[config.mk]
export PLATFORM = sky130hd
export DESIGN_NAME = aes_cbc_feeder
export DESIGN_NICKNAME = d
export VERILOG_FILES = /design/src/rtl/aes_pkg.sv /design/src/rtl/aes_ct_slot.sv /design/src/rtl/aes_cbc_feeder.sv
export SDC_FILE = /design/constraint.sdc
export NUM_CORES = 1
export LEC_CHECK = 0
export BUFFER_PORTS_ARGS = -buffer_cell sky130_fd_sc_hd__clkbuf_2
export CORE_AREA = 2 2 359 361
export CTS_CLUSTER_SIZE = 40
export DETAILED_ROUTE_END_ITERATION = 6
export DIE_AREA = 0 0 361 363
export GPL_TIMING_DRIVEN = 1
export HOLD_SLACK_MARGIN = 0.1
export PLACE_DENSITY_LB_ADDON = 0.3
export SLEW_MARGIN = 0
export SYNTH_ARGS = -nofsm -noshare
export SYNTH_HDL_FRONTEND = slang
export SYNTH_SLANG_ARGS = --single-unit
[constraint.sdc]
create_clock -name clk -period 3.4 [get_ports clk]
set_clock_uncertainty 0.15 [all_clocks]
set_input_delay 0.17 -clock clk [delete_from_list [all_inputs] [get_ports clk]]
set_output_delay 0.17 -clock clk [all_outputs]
set_load 0.05 [all_outputs]
[src/rtl/aes_pkg.sv]
// Shared AES-128 CBC front-end types: block/key widths, feeder FSM states and core latency.
package aes_pkg;

  localparam int AES_BLK_W    = 128;
  localparam int AES_KEY_W    = 128;
  localparam int AES_CORE_LAT = 12;

  typedef logic [AES_BLK_W-1:0] aes_blk_t;
  typedef logic [AES_KEY_W-1:0] aes_key_t;

  typedef enum logic [2:0] {
    ST_IDLE  = 3'd0,
    ST_ARMED = 3'd1,
    ST_LOAD  = 3'd2,
    ST_WAIT  = 3'd3,
    ST_OUT   = 3'd4
  } cbc_state_e;

endpackage

[src/rtl/aes_ct_slot.sv]
// Single-entry ciphertext holding register; capture sets valid, valid/ready handshake clears it.
// Data is held unchanged while ct_ready_i is low.
module aes_ct_slot
  import aes_pkg::*;
(
  input  logic                 clk,
  input  logic                 rst,
  input  logic                 cap_en_i,
  input  logic [AES_BLK_W-1:0] cap_dat_i,
  input  logic                 cap_last_i,
  input  logic                 ct_ready_i,
  output logic                 ct_valid_o,
  output logic [AES_BLK_W-1:0] ct_data_o,
  output logic                 ct_last_o,
  output logic                 hs_o
);

  logic           vld_q, vld_d;
  aes_blk_t       dat_q, dat_d;
  logic           last_q, last_d;

  assign hs_o = vld_q & ct_ready_i;

  always_comb begin
    vld_d  = vld_q;
    dat_d  = dat_q;
    last_d = last_q;
    if (cap_en_i) begin
      vld_d  = 1'b1;
      dat_d  = cap_dat_i;
      last_d = cap_last_i;
    end else if (hs_o) begin
      vld_d  = 1'b0;
    end
  end

  always_ff @(posedge clk) begin
    if (rst) begin
      vld_q  <= 1'b0;
      dat_q  <= '0;
      last_q <= 1'b0;
    end else begin
      vld_q  <= vld_d;
      dat_q  <= dat_d;
      last_q <= last_d;
    end
  end

  assign ct_valid_o = vld_q;
  assign ct_data_o  = dat_q;
  assign ct_last_o  = last_q;

endmodule

[src/rtl/aes_cbc_feeder.sv]
// CBC chaining front end for the AES-128 core: XOR with chain, one-cycle load, wait for done, emit.
// Optional core-done watchdog under AES_CBC_WDOG_EN; ct_ready low stalls plaintext intake.
module aes_cbc_feeder
  import aes_pkg::*;
#(
  parameter int unsigned WDOG_CYCLES = 20
) (
  input  logic                 clk,
  input  logic                 rst,
  input  logic                 msg_start,
  input  logic [AES_KEY_W-1:0] key,
  input  logic [AES_BLK_W-1:0] iv,
  input  logic                 pt_valid,
  output logic                 pt_ready,
  input  logic [AES_BLK_W-1:0] pt_data,
  input  logic                 pt_last,
  output logic                 ct_valid,
  input  logic                 ct_ready,
  output logic [AES_BLK_W-1:0] ct_data,
  output logic                 ct_last,
  output logic                 core_ld,
  output logic [AES_KEY_W-1:0] core_key,
  output logic [AES_BLK_W-1:0] core_text_in,
  input  logic                 core_done,
  input  logic [AES_BLK_W-1:0] core_text_out,
  output logic                 busy,
  output logic                 err
);

  cbc_state_e state_q, state_d;
  aes_key_t   key_q, key_d;
  aes_blk_t   chain_q, chain_d;
  aes_blk_t   text_q, text_d;
  logic       last_q, last_d;

  logic       msg_accept;
  logic       cap_en;
  logic       ct_hs;
  logic       wdog_expire;

  assign msg_accept = (state_q == ST_IDLE) && msg_start;

  always_comb begin
    state_d = state_q;
    key_d   = key_q;
    chain_d = chain_q;
    text_d  = text_q;
    last_d  = last_q;
    cap_en  = 1'b0;
    case (state_q)
      ST_IDLE: begin
        if (msg_start) begin
          key_d   = key;
          chain_d = iv;
          state_d = ST_ARMED;
        end
      end
      ST_ARMED: begin
        if (pt_valid) begin
          text_d  = pt_data ^ chain_q;
          last_d  = pt_last;
          state_d = ST_LOAD;
        end
      end
      ST_LOAD: state_d = ST_WAIT;
      ST_WAIT: begin
        if (core_done) begin
          cap_en  = 1'b1;
          chain_d = core_text_out;
          state_d = ST_OUT;
        end else if (wdog_expire) begin
          state_d = ST_IDLE;
        end
      end
      ST_OUT: begin
        // Next plaintext only after this ciphertext leaves: it is the next chain value.
        if (ct_hs) state_d = last_q ? ST_IDLE : ST_ARMED;
      end
      default: state_d = ST_IDLE;
    endcase
  end

  always_ff @(posedge clk) begin
    if (rst) begin
      state_q <= ST_IDLE;
      key_q   <= '0;
      chain_q <= '0;
      text_q  <= '0;
      last_q  <= 1'b0;
    end else begin
      state_q <= state_d;
      key_q   <= key_d;
      chain_q <= chain_d;
      text_q  <= text_d;
      last_q  <= last_d;
    end
  end

`ifdef AES_CBC_WDOG_EN
  localparam int WDOG_W = $clog2(WDOG_CYCLES + 1);

  logic [WDOG_W-1:0] wdog_q, wdog_d;
  logic              err_q, err_d;

  // Counter is zero on the first WAIT cycle, so expiry lands WDOG_CYCLES cycles after entry.
  assign wdog_expire = (state_q == ST_WAIT) && !core_done &&
                       (wdog_q == WDOG_W'(WDOG_CYCLES - 1));

  always_comb begin
    wdog_d = (state_q == ST_WAIT) ? wdog_q + 1'b1 : '0;
    err_d  = err_q;
    if (msg_accept)  err_d = 1'b0;
    if (wdog_expire) err_d = 1'b1;
  end

  always_ff @(posedge clk) begin
    if (rst) begin
      wdog_q <= '0;
      err_q  <= 1'b0;
    end else begin
      wdog_q <= wdog_d;
      err_q  <= err_d;
    end
  end

  assign err = err_q;
`else
  assign wdog_expire = 1'b0;
  assign err         = 1'b0;
`endif

  aes_ct_slot u_ct_slot (
    .clk        (clk),
    .rst        (rst),
    .cap_en_i   (cap_en),
    .cap_dat_i  (core_text_out),
    .cap_last_i (last_q),
    .ct_ready_i (ct_ready),
    .ct_valid_o (ct_valid),
    .ct_data_o  (ct_data),
    .ct_last_o  (ct_last),
    .hs_o       (ct_hs)
  );

  assign pt_ready     = (state_q == ST_ARMED);
  assign core_ld      = (state_q == ST_LOAD);
  assign busy         = (state_q != ST_IDLE);
  assign core_key     = key_q;
  assign core_text_in = text_q;

endmodule

==> results of run 1 <==
area by class of cell:
class | instances | area, µm²
tap | 1662 | 2080
clock buffer | 87 | 1660
clock inverter | 20 | 272
sequential | 518 | 10400
antenna | 7 | 17.5
timing repair buffer | 1763 | 13300
fill | 13500 | 89900
multi-input combinational | 1697 | 9460
stage by stage:
stage | power (mW) | cell area, µm² | instances | worst slack (ns)
2_1_floorplan | 9.13 | 20900 | 2434 | 1.17
3_3_place_gp | 10.2 | 27100 | 4837 | 0.753
3_5_place_dp | 10.3 | 27100 | 4837 | 0.675
4_1_cts | 17.7 | 37100 | 5747 | 0.122
6_report | 17.5 | 37100 | 5754 | 0.233
5_1_grt | 18.3 | 37100 | 5749 | 0.104
sequential cells by signal, summed over array words and instances (netlist names):
name and cells:
state_q 3, chain_q 128, u_ct_slot.ct_last_o 1, u_ct_slot.ct_valid_o 1, core_key 128, u_ct_slot.ct_data_o 128, core_text_in 128, last_q 1
cell usage in the layout (no fill, tap or decap), drive strengths merged, types with 2 or more instances in the layout:
cell         instances
xnor2              128
bufinv               4
nand2b               2
dfxtp              518
nor4b                3
nor2               130
a311oi             128
nand2              772
a211oi             129
a21oi              261
dlygate4sd3        803
nor3               129
nor3b                2
diode                7
clkinv              14
and3b                2
buf                 54
clkbuf             993
cell families (layout without fill, tap and decap cells):
logic type / Yosys count / after routing / share of synthesized area, %
buffers and inverters: 219 / 1870 / 5.46
xor gates and xnor gates: 128 / 128 / 5.35
and+or+nand+nor: 1046 / 1046 / 19.9
muxes: 1 / 1 / 0.0478
other: 1 / 8 / 0.0179
AOI/OAI and AO/OA: 521 / 521 / 19.6
DFF: 518 / 518 / 49.5
where the power goes:
group          switching (mW)  internal, mW
registers               0.287          6.50
logic                    2.47          1.71
clock network            2.85          3.70
synth_stat cells:
cell      number  area share (%)
a211oi_1     129             4.6
a21o_1         1           0.036
a21oi_1      261             6.2
a311oi_1      17            0.71
a311oi_2     111             8.0
a31oi_1        1           0.030
and3b_1        2           0.084
and4b_1        1           0.048
buf_2        116             2.8
buf_4         22            0.79
buf_6         11            0.59
buf_8          1           0.072
clkbuf_1      69             1.2
conb_1         1           0.018
dfxtp_1      518              50
mux2i_1        1           0.048
nand2_1      771              14
nand2_2        1           0.030
nand2b_1       2           0.060
nand3b_1       1           0.036
nand4b_1       1           0.042
nor2_1       130             2.3
nor3_1       129             3.1
nor3b_1        2           0.072
nor4b_1        2           0.084
nor4b_4        1            0.11
nor4bb_1       1           0.048
o21bai_1       1           0.036
or3_1          1           0.030
or4b_4         1           0.066
xnor2_1      128             5.4
worst max path at each step:
| stage | startpoint | end | slack, ns |
|---|---|---|---|
| final | state_q[2] | chain_q[48] | 0.23 |
| after CTS | state_q[1] | core_key[18] | 0.12 |
| after global placement | state_q[1] | core_key[32] | 0.75 |
| after global routing | state_q[2] | chain_q[48] | 0.10 |
| after detailed placement | state_q[1] | core_key[3] | 0.67 |
| after floorplan | state_q[1] | core_ld | 1.17 |
worst reg2reg max path, delay by kind of cell, from the launching register on:
family          cells  cell delay, ns
buf+inv             2            1.04
flops               1            0.48
compound gates      1            0.12
simple gates        2            1.27
layer usage:
layer	routed length, µm	up-vias
li1	-	11500
met1	47700	11300
met2	48900	833
met3	7280	191
met4	3890	4
met5	19	-
repair_timing:
action | 4_1_cts | 5_1_grt
setup endpoints to repair | 0 | 22
hold endpoints to repair | 518 | 0
gates resized for setup | 0 | 1
hold buffers | 803 | 0
==> results.md, run 1 <==
- Run status: complete, no violations
- P per Cell Area: 472 mW/mm²
- Drt first pass iters: 5
- Slew margin rel.: ~44%
- Vias per cell: 4.15
- Routed Antenna Nets: 0
- Die Span Y: 363 µm
- Worst Hold Class: primary input to register
- Die area: approximately 0.13 mm²
- Post-synthesis sequential area ratio: 49.5%
- R2r endpoint: chain_q[48]
- Busiest layer in global routing: met2
- Period utilisation layout: 93.1%
- Reg2Reg Depth: 5
- Clk_lat worst skew: 0.67 ns
- Hold path depth: 4
- TritonCTS Sinks: 518
- TritonCTS buffer count: 60
- Total track usage: between 10% and 20%
- Critical path peak fanout: 33
- Post-Synthesis Cells: 2434
- Reg2reg start: state_q[2]
- Syn_area_per_cell: roughly 8.6 µm²
- First-pass GRT wire length: around 160 mm
- Slew @ Worst Pin: 0.837 ns
- Met2 usage: 25.0%
- Synth Warn #: 0
- M1 GR Usage: 20.2%
- CTS max path bufs: 3
- Min-Delay Endpoint: u_ct_slot.ct_data_o[69]
- Fin crit period: 3.17 ns
- Min-delay src: core_text_out[69]
- Setup repair bufs after CTS: 0
- Synthesis-stage register bit count: 518
- Delay-heaviest family, CP: simple AND/OR/NAND/NOR gates
- WL final: ~110 mm
- DP Wirelength: between 70 and 80 mm
- Pin count of the biggest net entering global routing: 113
- Num ports: between 900 and 1000
- Final Hold Viols: 0
- Vias in the first global route: 24100
- Sum Neg Setup Slack: 0 ns
- # rows: 131
- Core ar.: 0.127 mm²
- Met3 Usage GRT: 3.80%
- DR iter-0 viols: 1540
- WP data arrival: 3.58 ns
- Initial core utilization: 16.5%
- Critical path required time: 3.81 ns
- Reg2reg setup slack: 0.23 ns
- CP Cell Sequence: or4b_4, nand2_8, buf_4, a311oi_2, dlygate4sd3_1
- Nets: 4559
- Vias post-DR: around 24000
- RSZ-0062 raised after global routing: false
- Synthesized area: between 0.02 and 0.025 mm²
- Pins Over Slew Limit: 0
- Setup CP Type: register to register
- Fmax: ~0.32 GHz
- Max_cap viols: 0
- Pleak: about 15 nW
- CP endpoint kind: register
- Port buffer count: 907
- Ratio of cells with drive above 1 in the final layout: between 20% and 30%
- Residual DRC: 0
- Slowest cell on crit path: or4b_4
- CP Launch Type: register
- Syn Nets: 2953
- Crit path depth: 5
- Layout overhead on the synthesized area: 77.3%
- Overflow after GRT: 0
- Avg WL per Cell: 18.7 µm
- Chip width: 361 µm
- Hold slack: about 0.15 ns
- Finished Core Util: 29.2%
- Antenna violations before repair: 12
- Count of unique library cells instantiated by Yosys: 31
- Root Driver: clkbuf_16
- WP buf/inv: 2
- Final setup fails: 0
- Slowest Stage Delay on Critical Path: a little over 0.8 ns
- Routability congestion estimate: 0.885
- Max IR drop VDD: 0.414 mV
- Clock slew at reported path FFs: 0.06 ns
- CTS tree: yes
- Htree depth: 2
Note: power is estimated with default switching activity, not from simulation.
==> inputs of run 2 (changes only) <==
--- a/config.mk
+++ b/config.mk
@@ -6,14 +6,15 @@
 export NUM_CORES = 1
 export LEC_CHECK = 0
 export BUFFER_PORTS_ARGS = -buffer_cell sky130_fd_sc_hd__clkbuf_2
-export CORE_AREA = 2 2 359 361
+export CORE_AREA = 2 2 355 357
 export CTS_CLUSTER_SIZE = 40
 export DETAILED_ROUTE_END_ITERATION = 6
-export DIE_AREA = 0 0 361 363
+export DIE_AREA = 0 0 357 359
 export GPL_TIMING_DRIVEN = 1
 export HOLD_SLACK_MARGIN = 0.1
 export PLACE_DENSITY_LB_ADDON = 0.3
 export SLEW_MARGIN = 0
 export SYNTH_ARGS = -nofsm -noshare
 export SYNTH_HDL_FRONTEND = slang
+export SYNTH_HIERARCHICAL = 1
 export SYNTH_SLANG_ARGS = --single-unit
==> run 2 against run 1 <==
Compared with the run above:
- non-clock buffer count grew 34
- worst hold slack gained 0.028 ns
- largest power group unchanged
- critical path depth grew 2
- area after synthesis shrank 2.3%
- clock-buffer cell count grew 12
==> results.md, run 2 <==
- Slowest cell on crit path: dfxtp_1 (was or4b_4)
- Die Span Y: 359 µm (was 363 µm)
- Die area: 0.128 mm² (was 0.131 mm²)
- Finished Core Util: 29.9% (was 29.2%)
- Worst Hold Class: primary input to register (unchanged)
- Routability congestion estimate: 0.861 (was 0.885)
- DR iter-0 viols: 1413 (was 1540)
- Clock slew at reported path FFs: 0.06 ns (about the same)
- WP data arrival: 3.63 ns (was 3.58 ns)
- Total track usage: 15.1% (was 15.6%)
- Seq pwr share: 34.8% (was 38.7%)
- Top FF cell, synth: dfxtp_1 (unchanged)
- Routed Antenna Nets: 0 (unchanged)
- Sw frac: 36.1% (was 32.0%)
- Synth Warn #: 6 (was 0)
- Async set-reset flop share out of synthesis: 0% (unchanged)
- Fin crit period: 3.18 ns (was 3.17 ns)
- Total power after layout: 21.4 mW (was 17.5 mW)
- Critical path peak fanout: 113 (was 33)
- CTS max path bufs: 3 (unchanged)
- Final instance area: 0.0372 mm² (was 0.0371 mm²)
- DP Wirelength: 68.5 mm (was 75.6 mm)
- Nets: 4472 (was 4559)
- WL final: 100 mm (was 108 mm)
- Chip width: 357 µm (was 361 µm)
- Delay-heaviest family, CP: buffers and inverters (was simple AND/OR/NAND/NOR gates)
- Slowest Stage Delay on Critical Path: 0.60 ns (was 0.82 ns)
- Run status: complete, no violations (unchanged)
- Clk_lat worst skew: 0.66 ns (was 0.67 ns)
- Pleak: 15.7 nW (was 15.3 nW)
- Placed Instance Area: 0.0264 mm² (was 0.0271 mm²)
- Slew margin rel.: 44.0% (was 44.2%)
- Filler cells: 13300 (was 13500)
- CTS tree: yes (unchanged)
- Post-Synthesis Cells: 2289 (was 2434)
- Period utilisation layout: 93.6% (was 93.1%)
- CP endpoint kind: register (unchanged)
- Sum Neg Setup Slack: 0 ns (unchanged)
- Max_cap viols: 0 (unchanged)
- Vias per cell: 4.08 (was 4.15)
- Max IR drop VDD: 0.375 mV (was 0.414 mV)
- Num ports: 909 (unchanged)
- Initial core utilization: 16.4% (was 16.5%)
- Drt first pass iters: 7 (was 5)
- TritonCTS buffer count: 68 (was 60)
- Net Switching: 7.74 mW (was 5.61 mW)
- Slew @ Worst Pin: 0.841 ns (was 0.837 ns)
- Antenna violations before repair: 10 (was 12)
- P per Cell Area: 575 mW/mm² (was 472 mW/mm²)
- Vias post-DR: 23100 (was 23900)
- Synth top area share: 50.7% (was 49.5%)
- Final Hold Viols: 0 (unchanged)
- Post-synth EDFFs: 0 (unchanged)
- Most common cell in the synthesized netlist: dfxtp_1 (was nand2_1)
- Clock power frac: 34.0% (was 37.4%)
- Sequential cell area: 0.0104 mm² (unchanged)
- Top post-synthesis cells by area: dfxtp_1 51%, nand2_1 9.4%, mux2i_1 6.4%, a311oi_1 5.5%, xnor2_1 5.5% (was dfxtp_1 50%, nand2_1 14%, a311oi_2 8.0%, a21oi_1 6.2%, xnor2_1 5.4%)
- Setup repair bufs after CTS: 0 (unchanged)
- Critical path required time: 3.85 ns (was 3.81 ns)
- CP Launch Type: register (unchanged)
- Port buffer count: 907 (unchanged)
- Htree depth: 3 (was 2)
- Pin count of the biggest net entering global routing: 129 (was 113)
- WP buf/inv: 3 (was 2)
- CP Cell Sequence: and3b_4, nand2_1, inv_8, buf_12, nor3_1, a311oi_1, dlygate4sd3_1 (was or4b_4, nand2_8, buf_4, a311oi_2, dlygate4sd3_1)
- Fmax: 0.314 GHz (was 0.316 GHz)
- Pint: 13.7 mW (was 11.9 mW)
- Root Driver: clkbuf_16 (unchanged)
- Layout Cells excl Fill: 5655 (was 5754)
- Syn Nets: 2808 (was 2953)
- Area of the multi-input gates: 0.00895 mm² (was 0.00946 mm²)
- Placed Cells: 4680 (was 4837)
- Setup CP Type: register to register (unchanged)
- # rows: 130 (was 131)
- Residual DRC: 0 (unchanged)
- Layout overhead on the synthesized area: 82.0% (was 77.3%)
- Post-synthesis sequential area ratio: 50.7% (was 49.5%)
- TritonCTS Sinks: 518 (unchanged)
- Cell accounting for the most synthesized area: dfxtp_1 (unchanged)
- Avg WL per Cell: 17.8 µm (was 18.7 µm)
- Pins Over Slew Limit: 0 (unchanged)
- Count of unique library cells instantiated by Yosys: 33 (was 31)
- Syn_area_per_cell: 8.93 µm² (was 8.60 µm²)
- Core ar.: 0.125 mm² (was 0.127 mm²)
- Most frequent cells in the layout: 906 x clkbuf_2, 853 x dlygate4sd3_1, 518 x dfxtp_1 (was 906 x clkbuf_2, 803 x dlygate4sd3_1, 771 x nand2_1)
- Most common library cells after synthesis: 518 x dfxtp_1, 514 x nand2_1, 260 x nor2_1 (was 771 x nand2_1, 518 x dfxtp_1, 261 x a21oi_1)
- Logic pwr share: 31.2% (was 23.9%)
- Synthesis-stage register bit count: 518 (unchanged)
- First-pass GRT wire length: 147 mm (was 156 mm)
- Synthesized area: 0.0204 mm² (was 0.0209 mm²)
- Overflow after GRT: 0 (unchanged)
- RSZ-0062 raised after global routing: false (unchanged)
- Vias in the first global route: 23800 (was 24100)
- Final setup fails: 0 (unchanged)
- Most common cell after layout, fill and taps aside: clkbuf_2 (unchanged)
- Ratio of cells with drive above 1 in the final layout: 26.5% (was 28.5%)
run 2: changes by cell type after synthesis, moves of 10 or more:
cell / delta
a211oi_2: +10
a211oi_1: -11
nand2_1: -257
nor2_1: +130
clkbuf_1: +21
buf_4: -12
mux2i_1: +130
a311oi_2: -111
a21oi_1: -131
buf_12: +10
buf_2: -40
a311oi_1: +111
run 2: path summary, 6_finish.rpt:
check / start / to / slack (ns) / depth (start not counted)
hold / removal: key[20] / core_key[20] / 0.18 / 4
setup / recovery: state_q[0] / chain_q[78] / 0.22 / 7
hold reg to reg: core_key[18] / core_key[18] / 0.30 / 2
setup reg to reg: state_q[0] / chain_q[78] / 0.22 / 7
run 2: worst min-delay path, cell delays in order:
cell and delay, ns:
dlygate4sd3_1 0.56, clkbuf_2 0.11, nand2_1 0.05, a21oi_1 0.05
run 2: layout make-up:
| cell class | count | share of cell area, % |
|---|---|---|
| flip-flops and latches | 518 | 27.9 |
| well taps | 1650 | 5.55 |
| multi-input cells | 1566 | 24.0 |
| repair buffers | 1797 | 36.5 |
| inverters | 2 | 0.0404 |
| clock buffers | 99 | 5.30 |
| clock inverters | 18 | 0.676 |
| diodes | 5 | 0.0336 |
run 2: layer usage:
layer  global-route usage (%)  part of all wire, %  vias to the layer above  routed length (µm)
li1                         -                    -                    11200                   -
met1                     18.7                   43                    10900               43200
met2                     24.9                   47                      783               47200
met3                     3.27                  6.0                      195                6040
met4                     6.85                  3.8                        2                3860
met5                        0                0.013                        -                  13
run 2: power by group through the flow:
stage / logic [mW] / clock network [mW] / registers [mW]
floorplan: 2.32 / 0 / 9.02
global placement: 5.54 / 0 / 7.56
detailed placement: 5.57 / 0 / 7.57
CTS: 6.66 / 7.52 / 7.44
global route: 7.14 / 7.75 / 7.54
finish: 6.67 / 7.28 / 7.45
run 2: metrics by stage:
stage	hold WS, ns	setup slack (ns)
detailed placement	0.250	0.833
global placement	0.244	0.905
floorplan	0.156	1.22
global route	0.154	0.0736
CTS	0.100	0.285
finish	0.182	0.219
run 2: kinds of logic after synthesis:
family / synth area share (%)
AOI/OAI and AO/OA: 13.7
muxes: 6.47
xor gates and xnor gates: 5.48
and+or+nand+nor: 18.0
DFF: 50.7
other: 0.0183
buffers and inverters: 5.63
run 2: what timing repair did:
item / CTS / global route
hold buffers: 853 / 0
resized for setup: 0 / 0
setup endpoints to repair: 0 / 0
endpoints found under the hold margin: 518 / 0
==> inputs of run 3 (changes only) <==
--- a/config.mk
+++ b/config.mk
@@ -5,6 +5,7 @@
 export SDC_FILE = /design/constraint.sdc
 export NUM_CORES = 1
 export LEC_CHECK = 0
+export ABC_CLOCK_PERIOD_IN_PS = 3400
 export BUFFER_PORTS_ARGS = -buffer_cell sky130_fd_sc_hd__clkbuf_2
 export CORE_AREA = 2 2 355 357
 export CTS_CLUSTER_SIZE = 40
@@ -12,7 +13,7 @@
 export DIE_AREA = 0 0 357 359
 export GPL_TIMING_DRIVEN = 1
 export HOLD_SLACK_MARGIN = 0.1
-export PLACE_DENSITY_LB_ADDON = 0.3
+export PLACE_DENSITY = 0.35
 export SLEW_MARGIN = 0
 export SYNTH_ARGS = -nofsm -noshare
 export SYNTH_HDL_FRONTEND = slang
==> constraint.sdc (replaced) <==
create_clock -name clk -period 3.4 [get_ports clk]
set_clock_uncertainty 0.15 [all_clocks]
set_input_delay 0.17 -clock clk [delete_from_list [all_inputs] [get_ports clk]]
set_output_delay 0.17 -clock clk [all_outputs]
set_load 0.005 [all_outputs]
==> run 3 against run 2 <==
Compared with the run above:
- critical path depth up 1
- core utilization decreased by 1.2 points
- sequential power shrank 0.7%
- highest routed layer unchanged
- die area unchanged
==> results.md, run 3 (synthesis gave the netlist of run 2 again) <==
- Max_cap viols: 0 (unchanged)
- CTS tree: yes (unchanged)
- Final Hold Viols: 0 (unchanged)
- Clock slew at reported path FFs: 0.06 ns (about the same)
- Critical path required time: 3.80 ns (was 3.85 ns)
- Chip width: 357 µm (unchanged)
- RSZ-0062 raised after global routing: false (unchanged)
- Residual DRC: 0 (unchanged)
- Avg WL per Cell: 18.6 µm (was 17.8 µm)
- Run status: complete, no violations (unchanged)
- Critical path peak fanout: 50 (was 113)
- WP data arrival: 3.67 ns (was 3.63 ns)
- Pins Over Slew Limit: 0 (unchanged)
- Routed Antenna Nets: 0 (unchanged)
- Num ports: 909 (unchanged)
- CP Cell Sequence: and3b_4, nand2_1, inv_8, buf_12, buf_4, nor3_1, a311oi_1, dlygate4sd3_1 (was and3b_4, nand2_1, inv_8, buf_12, nor3_1, a311oi_1, dlygate4sd3_1)
- Ratio of cells with drive above 1 in the final layout: 28.4% (was 26.5%)
- P per Cell Area: 557 mW/mm² (was 575 mW/mm²)
- Htree depth: 3 (unchanged)
- WL final: 103 mm (was 100 mm)
- Filler cells: 13700 (was 13300)
- Port buffer count: 907 (unchanged)
- Pleak: 14.9 nW (was 15.7 nW)
- Root Driver: clkbuf_16 (unchanged)
- Sum Neg Setup Slack: 0 ns (unchanged)
- Slowest Stage Delay on Critical Path: 0.61 ns (was 0.60 ns)
- Pin count of the biggest net entering global routing: 107 (was 129)
- Max IR drop VDD: 0.359 mV (was 0.375 mV)
- CP Launch Type: register (unchanged)
- CTS max path bufs: 3 (unchanged)
- Fin crit period: 3.27 ns (was 3.18 ns)
- Slew margin rel.: 27.4% (was 44.0%)
- Fmax: 0.306 GHz (was 0.314 GHz)
- Worst Hold Class: primary input to register (unchanged)
- DR iter-0 viols: 1097 (was 1413)
- Vias in the first global route: 23000 (was 23800)
- Drt first pass iters: 5 (was 7)
- Met2 usage: 26.2% (was 24.9%)
- M1 GR Usage: 18.9% (was 18.7%)
- Slowest cell on crit path: dfxtp_1 (unchanged)
- Final setup fails: 0 (unchanged)
- Nets: 4310 (was 4472)
- Total track usage: 15.4% (was 15.1%)
- Initial core utilization: 16.4% (unchanged)
- Slew @ Worst Pin: 1.09 ns (was 0.841 ns)
- Busiest layer in global routing: met2 (unchanged)
- TritonCTS buffer count: 67 (was 68)
- Met3 Usage GRT: 3.74% (was 3.27%)
- Reg2reg start: state_q[0] (unchanged)
- Layout overhead on the synthesized area: 74.6% (was 82.0%)
- Vias per cell: 4.02 (was 4.08)
- Die Span Y: 359 µm (unchanged)
- Min-delay src: key[92] (was key[20])
- Vias post-DR: 22100 (was 23100)
- Antenna violations before repair: 9 (was 10)
- Finished Core Util: 28.7% (was 29.9%)
- DP Wirelength: 74.4 mm (was 68.5 mm)
- Setup CP Type: register to register (unchanged)
- Core ar.: 0.125 mm² (unchanged)
- Most frequent cells in the layout: 906 x clkbuf_2, 668 x dlygate4sd3_1, 518 x dfxtp_1 (was 906 x clkbuf_2, 853 x dlygate4sd3_1, 518 x dfxtp_1)
- Clk_lat worst skew: 0.62 ns (was 0.66 ns)
- # rows: 130 (unchanged)
- CP endpoint kind: register (unchanged)
- Die area: 0.128 mm² (unchanged)
- TritonCTS Sinks: 518 (unchanged)
- Hold path depth: 4 (unchanged)
- Post-cts resize count: 0 (unchanged)
- R2r endpoint: chain_q[108] (was chain_q[78])
- Sequential cell area: 0.0104 mm² (unchanged)
- Area of the multi-input gates: 0.00895 mm² (about the same)
- Reg2reg setup slack: 0.13 ns (was 0.22 ns)
- Overflow after GRT: 0 (unchanged)
- Most common cell after layout, fill and taps aside: clkbuf_2 (unchanged)
- Routability congestion estimate: 0.853 (was 0.861)
- Setup repair bufs after CTS: 0 (unchanged)
- Reg2Reg Depth: 8 (was 7)
- First-pass GRT wire length: 150 mm (was 147 mm)
- Period utilisation layout: 96.2% (was 93.6%)
- Min-Delay Endpoint: core_key[92] (was core_key[20])
run 3: timing repair:
item,4_1_cts,5_1_grt
endpoints found under the hold margin,517,0
endpoints found under the setup margin,0,1
hold buffers,668,0
run 3: cell type report:
cell class,instances,share of cell area [%]
Timing Repair Buffer,1635,33.6
Sequential cell,518,29.0
Multi-Input combinational cell,1567,25.1
Tap cell,1650,5.78
Clock buffer,102,5.72
Clock inverter,17,0.715
Antenna cell,7,0.0491
Inverter,2,0.0421
run 3: metal layers:
metal / vias to the layer above / wire, µm
li1: 10900 / -
met1: 10400 / 43700
met2: 628 / 49400
met3: 157 / 6260
met4: 4 / 3060
met5: - / 23
run 3: worst max-delay path, delay by kind of cell, from the launching register on:
| family | cells | cell delay (ns) |
|---|---|---|
| AO/OA/AOI/OAI | 1 | 0.29 |
| AND/OR/NAND/NOR | 3 | 0.54 |
| flip-flops | 1 | 0.61 |
| buffers and inverters | 4 | 1.48 |
run 3: report_power, final:
part | internal [mW] | switching [mW] | total (mW)
sequential | 6.87 | 0.529 | 7.40
combinational | 2.42 | 2.55 | 4.97
clock | 4.53 | 2.99 | 7.52
run 3: per-stage QoR:
step | hold slack (ns) | instance area, µm² | setup WS (ns) | total power, mW | std cells
2_1_floorplan | 0.156 | 20400 | 1.42 | 9.72 | 2289
3_3_place_gp | 0.244 | 26700 | 0.720 | 11.6 | 4703
3_5_place_dp | 0.249 | 26700 | 0.682 | 11.6 | 4703
4_1_cts | 0.101 | 35700 | 0.149 | 20.2 | 5490
5_1_grt | 0.137 | 35700 | 0.00525 | 21.0 | 5495
6_report | 0.172 | 35700 | 0.130 | 19.9 | 5498
run 3: worst max-delay path by stage:
stage,end,cells past startpoint,from
floorplan,u_ct_slot/ct_data_o[116],9,state_q[0]
global placement,chain_q[23],6,state_q[0]
detailed placement,chain_q[34],6,state_q[0]
CTS,chain_q[32],7,state_q[0]
global route,chain_q[108],8,state_q[0]
finish,chain_q[108],8,state_q[0]
